`config.mk`:
```
export PLATFORM = sky130hd
export DESIGN_NAME = score_keeper
export DESIGN_NICKNAME = d
export VERILOG_FILES = /design/src/rtl/score_keeper_pkg.sv /design/src/rtl/score_keeper_hit_counter.sv /design/src/rtl/score_keeper.sv
export SDC_FILE = /design/constraint.sdc
export NUM_CORES = 1
export LEC_CHECK = 0
export ABC_AREA = 1
export CAP_MARGIN = 20
export CORE_MARGIN = 2
export CORE_UTILIZATION = 25
export DETAILED_ROUTE_END_ITERATION = 8
export SLEW_MARGIN = 10
export SYNTH_ARGS = -nofsm -noshare
export SYNTH_HDL_FRONTEND = slang
export SYNTH_SLANG_ARGS = --single-unit
```
`constraint.sdc`:
```
create_clock -name clk -period 4.7 [get_ports clk]
set_input_delay 0.705 -clock clk [delete_from_list [all_inputs] [get_ports clk]]
set_output_delay 0.705 -clock clk [all_outputs]
set_load 0.01 [all_outputs]
```
`src/rtl/score_keeper_pkg.sv`:
```
// Shared game constants and state encoding for the score keeper and its users.
// Top-level parameters default to these values and may be overridden per instance.
package score_keeper_pkg;

    typedef enum logic [1:0] {
        ST_IDLE   = 2'd0,
        ST_PLAY   = 2'd1,
        ST_FREEZE = 2'd2,
        ST_OVER   = 2'd3
    } game_state_e;

    localparam int DEF_INV_W          = 6;
    localparam int DEF_PLAYER_LIVES   = 3;
    localparam int DEF_MAX_LIVES      = 3;
    localparam int DEF_SCORE_W        = 10;
    localparam int DEF_MAX_SCORE      = 999;
    localparam int DEF_PTS_PER_HIT    = 1;
    localparam int DEF_WIN_SCORE      = 55;
    localparam int DEF_EXTRA_LIFE_PTS = 25;
    localparam int DEF_FREEZE_FRAMES  = 60;

endpackage

```
`src/rtl/score_keeper_hit_counter.sv`:
```
// Parametrised combinational popcount; also reused by the collision debug counters.
module hit_counter #(
    parameter int W = 6
) (
    input  logic [W-1:0]             bits,
    output logic [$clog2(W+1)-1:0]   count
);

    localparam int CW = $clog2(W + 1);

    // Sum of set bits across the lane vector.
    always_comb begin
        count = '0;
        for (int i = 0; i < W; i++) begin
            count = count + CW'(bits[i]);
        end
    end

endmodule

```
`src/rtl/score_keeper.sv`:
```
// Score, lives and game-state tracker: saturating multi-hit scoring, extra lives,
// post-hit invulnerability, persistent high score and win/lose reporting.
module score_keeper
    import score_keeper_pkg::*;
#(
    parameter int INV_W          = DEF_INV_W,
    parameter int PLAYER_LIVES   = DEF_PLAYER_LIVES,
    parameter int MAX_LIVES      = DEF_MAX_LIVES,
    parameter int SCORE_W        = DEF_SCORE_W,
    parameter int MAX_SCORE      = DEF_MAX_SCORE,
    parameter int PTS_PER_HIT    = DEF_PTS_PER_HIT,
    parameter int WIN_SCORE      = DEF_WIN_SCORE,
    parameter int EXTRA_LIFE_PTS = DEF_EXTRA_LIFE_PTS,
    parameter int FREEZE_FRAMES  = DEF_FREEZE_FRAMES
) (
    input  logic                             clk,
    input  logic                             rst_n,
    input  logic                             frame,
    input  logic                             start,
    input  logic [INV_W-1:0]                 invader_collision,
    input  logic [1:0]                       player_collision,
    output logic [$clog2(MAX_LIVES+1)-1:0]   lives,
    output logic [SCORE_W-1:0]               score,
    output logic [SCORE_W-1:0]               high_score,
    output logic [1:0]                       state,
    output logic                             won,
    output logic                             done
);

    localparam int LIVES_W  = $clog2(MAX_LIVES + 1);
    localparam int HIT_W    = $clog2(INV_W + 1);
    localparam int SUM_W    = SCORE_W + $clog2(INV_W * PTS_PER_HIT + 1);
    // Threshold can run one step past the saturated score, hence the extra bit.
    localparam int TH_W     = SUM_W + 1;
    localparam int FRZ_W    = (FREEZE_FRAMES > 2) ? $clog2(FREEZE_FRAMES) : 1;
    localparam int FRZ_LOAD = (FREEZE_FRAMES > 0) ? FREEZE_FRAMES - 1 : 0;
    localparam bit BONUS_EN = (EXTRA_LIFE_PTS != 32'sd0);
    localparam bit FRZ_EN   = (FREEZE_FRAMES > 32'sd0);

    game_state_e          state_r;
    logic [SCORE_W-1:0]   score_r;
    logic [SCORE_W-1:0]   high_r;
    logic [LIVES_W-1:0]   lives_r;
    logic                 won_r;
    logic                 done_r;
    logic [FRZ_W-1:0]     frz_r;
    logic [TH_W-1:0]      thr_r;

    logic [HIT_W-1:0]     hits_s;
    logic [SUM_W-1:0]     sum_s;
    logic [SCORE_W-1:0]   new_score_s;
    logic                 bonus_s;
    logic                 hit_s;
    logic                 win_s;
    logic [LIVES_W-1:0]   net_lives_s;

    hit_counter #(
        .W (INV_W)
    ) u_hit_counter (
        .bits  (invader_collision),
        .count (hits_s)
    );

    // Per-frame score, bonus, hit and lives arithmetic.
    always_comb begin
        sum_s = SUM_W'(score_r) + SUM_W'(hits_s) * SUM_W'(PTS_PER_HIT);
        if (sum_s > SUM_W'(MAX_SCORE)) begin
            new_score_s = SCORE_W'(MAX_SCORE);
        end else begin
            new_score_s = sum_s[SCORE_W-1:0];
        end

        bonus_s = BONUS_EN && (TH_W'(new_score_s) >= thr_r);
        hit_s   = (player_collision != 2'b00) && (state_r == ST_PLAY);
        win_s   = (SUM_W'(new_score_s) >= SUM_W'(WIN_SCORE));

        // A bonus and a hit in the same frame cancel out.
        if (bonus_s && !hit_s) begin
            if (lives_r >= LIVES_W'(MAX_LIVES)) begin
                net_lives_s = LIVES_W'(MAX_LIVES);
            end else begin
                net_lives_s = lives_r + LIVES_W'(1);
            end
        end else if (hit_s && !bonus_s) begin
            if (lives_r == '0) begin
                net_lives_s = '0;
            end else begin
                net_lives_s = lives_r - LIVES_W'(1);
            end
        end else begin
            net_lives_s = lives_r;
        end
    end

    // Game FSM with registered score, lives, high score and win/done flags.
    always_ff @(posedge clk or negedge rst_n) begin
        if (!rst_n) begin
            state_r <= ST_IDLE;
            score_r <= '0;
            high_r  <= '0;
            lives_r <= LIVES_W'(PLAYER_LIVES);
            won_r   <= 1'b0;
            done_r  <= 1'b0;
            frz_r   <= '0;
            thr_r   <= TH_W'(EXTRA_LIFE_PTS);
        end else begin
            done_r <= 1'b0;
            case (state_r)
                ST_IDLE, ST_OVER: begin
                    if (start) begin
                        state_r <= ST_PLAY;
                        score_r <= '0;
                        lives_r <= LIVES_W'(PLAYER_LIVES);
                        won_r   <= 1'b0;
                        frz_r   <= '0;
                        thr_r   <= TH_W'(EXTRA_LIFE_PTS);
                    end
                end
                ST_PLAY, ST_FREEZE: begin
                    if (frame) begin
                        score_r <= new_score_s;
                        lives_r <= net_lives_s;
                        if (bonus_s) begin
                            thr_r <= thr_r + TH_W'(EXTRA_LIFE_PTS);
                        end
                        if (new_score_s > high_r) begin
                            high_r <= new_score_s;
                        end
                        if (win_s) begin
                            state_r <= ST_OVER;
                            won_r   <= 1'b1;
                            done_r  <= 1'b1;
                        end else if (net_lives_s == '0) begin
                            state_r <= ST_OVER;
                            won_r   <= 1'b0;
                            done_r  <= 1'b1;
                        end else if (hit_s && FRZ_EN) begin
                            state_r <= ST_FREEZE;
                            frz_r   <= FRZ_W'(FRZ_LOAD);
                        end else if (state_r == ST_FREEZE) begin
                            if (frz_r == '0) begin
                                state_r <= ST_PLAY;
                            end else begin
                                frz_r <= frz_r - FRZ_W'(1);
                            end
                        end
                    end
                end
                default: begin
                    state_r <= ST_IDLE;
                end
            endcase
        end
    end

    assign state      = state_r;
    assign score      = score_r;
    assign high_score = high_r;
    assign lives      = lives_r;
    assign won        = won_r;
    assign done       = done_r;

endmodule

```
==> impl_metrics.env <==
export IMPL_outcome="finished with violations"
export IMPL_violations="negative setup slack"
export IMPL_r2r_slack_ns=1.10
export IMPL_dp_hpwl_um=6727
export IMPL_slew_violations=0
export IMPL_hp_class="in2async"
export IMPL_synthesis_nets=474
export IMPL_portBuffers=37
export IMPL_wl_um=9469
export IMPL_cts_root_buf="clkbuf_16"
export IMPL_initial_core_util=0.2572
export IMPL_die_width_um=118.4
export IMPL_drc_errors=0
export IMPL_cts_tree="yes"
export IMPL_first_pass_iters=4
export IMPL_seq_area_frac_synth=0.3537
export IMPL_reg2reg_to="high_score[3]$_DFFE_PN0P_"
export IMPL_grt_total_usage=0.1349
export IMPL_n_antenna_cell=0
export IMPL_startpoint_type="input pin"
export IMPL_ant_nets=0
export IMPL_crit_slowest_cell="fa_2"
export IMPL_max_vdd_ir_drop_uv=317.5
export IMPL_final_area_mm2=0.005071
export IMPL_cap_violations=0
export IMPL_fin_tns_setup_ns=-11.65
export IMPL_viasPerCell=4.583
export IMPL_core_area_mm2=0.01272
export IMPL_finalSetupViolCount=36
export IMPL_clkSinkCount=46
export IMPL_finalCritPeriodShare=1.085
export IMPL_yosys_warnings=0
export IMPL_fmax_mhz=196.0
export IMPL_grt_ovfl_total=0
export IMPL_power_density_mw_per_mm2=627.2
export IMPL_die_area_mm2=0.01402
export IMPL_hold_viol=0
export IMPL_cts_buffers=5
export IMPL_grt_max_degree=47
export IMPL_holdWs_ns=0.4254
export IMPL_initialDrtViolationCount=131
export IMPL_cp_top_family="adder cells"
export IMPL_routedWlPerCell_um=13.28
export IMPL_r2r_start="score[0]$_DFFE_PN0P_"
export IMPL_hold_buffers=0
export IMPL_cp_end_kind="flip-flop"
export IMPL_path_class="in2reg"
export IMPL_crit_start="invader_collision[0]"
export IMPL_vias=3268
export IMPL_worst_path_stages=30
export IMPL_yosysTopAreaCell="dfrtp_1"
export IMPL_power_mw=3.181
export IMPL_place_gp_congestion=0.8741
export IMPL_antenna_found_initial=0
export IMPL_critPathMaxFanout=8
export IMPL_yosys_top_cells_area="dfrtp_1 31%, nand2_1 12%, ha_1 9.9%, inv_1 9.2%, dfstp_2 4.0%"
export IMPL_synth_cell_types=40
export IMPL_grt_pass1_wl_um=15680
export IMPL_slowest_delay_ns=0.48
export IMPL_syn_area_mm2=0.003272
export IMPL_p_leak_nw=2.375
export IMPL_finish_net_count=582
export IMPL_clk_latency_ns=0.29
export IMPL_postSynthCellCount=432
export IMPL_dpl_cell_area_mm2=0.004333
export IMPL_worstPathArrival_ns=5.30
export IMPL_endpoint="high_score[3]$_DFFE_PN0P_"
export IMPL_stdcell_count=713
export IMPL_grt_pass1_vias=3333
export IMPL_h_tree_depth=2
export IMPL_rows=41
export IMPL_reg2reg_depth=26
export IMPL_final_common_cell="nand2_1"
export IMPL_required_ns=4.90
export IMPL_dpl_worst_slack_ns=-1.107
export IMPL_worstMarginPinSlew_ns=0.7160
export IMPL_worstPathBufferInverterCount=7
export IMPL_avgSynthCellArea_um2=7.574
export IMPL_ios=38
export IMPL_dp_cells=677
export IMPL_cts_buffer_depth=2
export IMPL_relSlewSlack=0.5215
export IMPL_worst_clock_skew_ns=0.008293
export IMPL_layout_drive_gt1_share=0.3641
export IMPL_setup_ws_ns=-0.4010
export IMPL_period_minus_slack_ns=5.101
export IMPL_ys_ff_latch=46
export IMPL_synth_top_area_share=0.3136
export IMPL_final_cell_mix="81 x nand2_1, 70 x inv_1, 55 x buf_4"
export IMPL_die_y_um=118.4
export IMPL_rsz0062_at_grt="yes"
export IMPL_syn_to_final_growth_pct=54.99
export IMPL_cts_clk_slew_worst_paths_ns=0.07
export IMPL_finish_utilization=0.3986
-- per-layer routing --
metal	vias up	wire, um	GRT usage
li1	1627	-	-
met1	1551	4201	0.1699
met2	76	4765	0.2363
met3	14	347	0.02220
met4	0	155	0.04018
met5	-	0	0
-- where the power goes --
part / switching (mW) / leakage [nW] / total, mW / internal (mW)
sequential: 0.136 / 0.604 / 0.667 / 0.531
combinational: 1.14 / 1.69 / 2.11 / 0.968
clock: 0.156 / 0.0771 / 0.408 / 0.251
total: 1.43 / 2.38 / 3.18 / 1.75
-- what timing repair did --
| item | 4_1_cts | 5_1_grt |
|---|---|---|
| endpoints found under the setup margin | 36 | 36 |
| cloned | 0 | 1 |
| resized for setup | 54 | 47 |
| buffers inserted | 16 | 12 |
| pin swaps | 37 | 28 |
-- sequential cells by signal, summed over array words and instances, names as in the netlist --
| register | count |
|---|---|
| lives | 2 |
| won | 1 |
| frz_r | 6 |
| high_score | 10 |
| score | 10 |
| state | 2 |
| done | 1 |
| thr_r | 14 |
-- how the worst min path moves through the flow --
stage / from / to / cells past startpoint
detailed placement: won$_DFFE_PN0P_ / won$_DFFE_PN0P_ / 2
global placement: thr_r[11]$_DFFE_PN0P_ / thr_r[11]$_DFFE_PN0P_ / 2
floorplan: rst_n / done$_DFF_PN0_ / 0
global route: rst_n / frz_r[3]$_DFFE_PN0P_ / 1
finish: rst_n / frz_r[3]$_DFFE_PN0P_ / 1
CTS: thr_r[13]$_DFFE_PN0P_ / thr_r[13]$_DFFE_PN0P_ / 2
-- logic make-up after synthesis --
kind of cell,share of synthesized area
buffers and inverters,0.09866
and+or+nand+nor,0.2945
adders and majority gates,0.1239
AOI/OAI and AO/OA,0.1293
DFF,0.3537
-- synthesized netlist by cell type, drive strengths merged --
cell type,number
nand4,14
clkbuf,4
nor2,31
a21oi,21
nand3b,1
nand3,28
nor4,1
o31ai,1
inv,81
a211oi,3
clkinv,1
nor3,4
o211ai,2
fa,4
nand2,116
o221ai,1
dfstp,5
or2,3
o21ai,28
a21boi,3
ha,26
dfrtp,41
o22ai,8
a22oi,1
a41oi,1
o21bai,3
-- area by class of cell --
type	count	area, um2
tap	172	215.2
multi-input combinational	300	2277
clock buffer	6	128.9
clock inverter	2	37.54
inverter	82	315.3
sequential	46	1157
timing repair buffer	105	939.7
fill	1276	7651
-- worst reg2reg max path: stages (launching register included) --
cell	delay, ns
dfrtp_1	0.40
ha_1	0.19
inv_1	0.06
fa_2	0.35
inv_2	0.09
nand3_2	0.08
nand2_2	0.12
nand2_1	0.07
nand2_1	0.07
o21ai_2	0.07
nor2_2	0.15
nand2_4	0.09
nand2_8	0.14
inv_8	0.06
buf_6	0.12
nand2_8	0.07
ha_4	0.20
inv_1	0.05
o21bai_1	0.08
a21oi_2	0.17
o21ai_1	0.09
a21boi_1	0.27
o221ai_2	0.16
nand2_2	0.13
buf_6	0.15
nand2_1	0.05
o21ai_0	0.07
(Power assumes the default switching activity.)
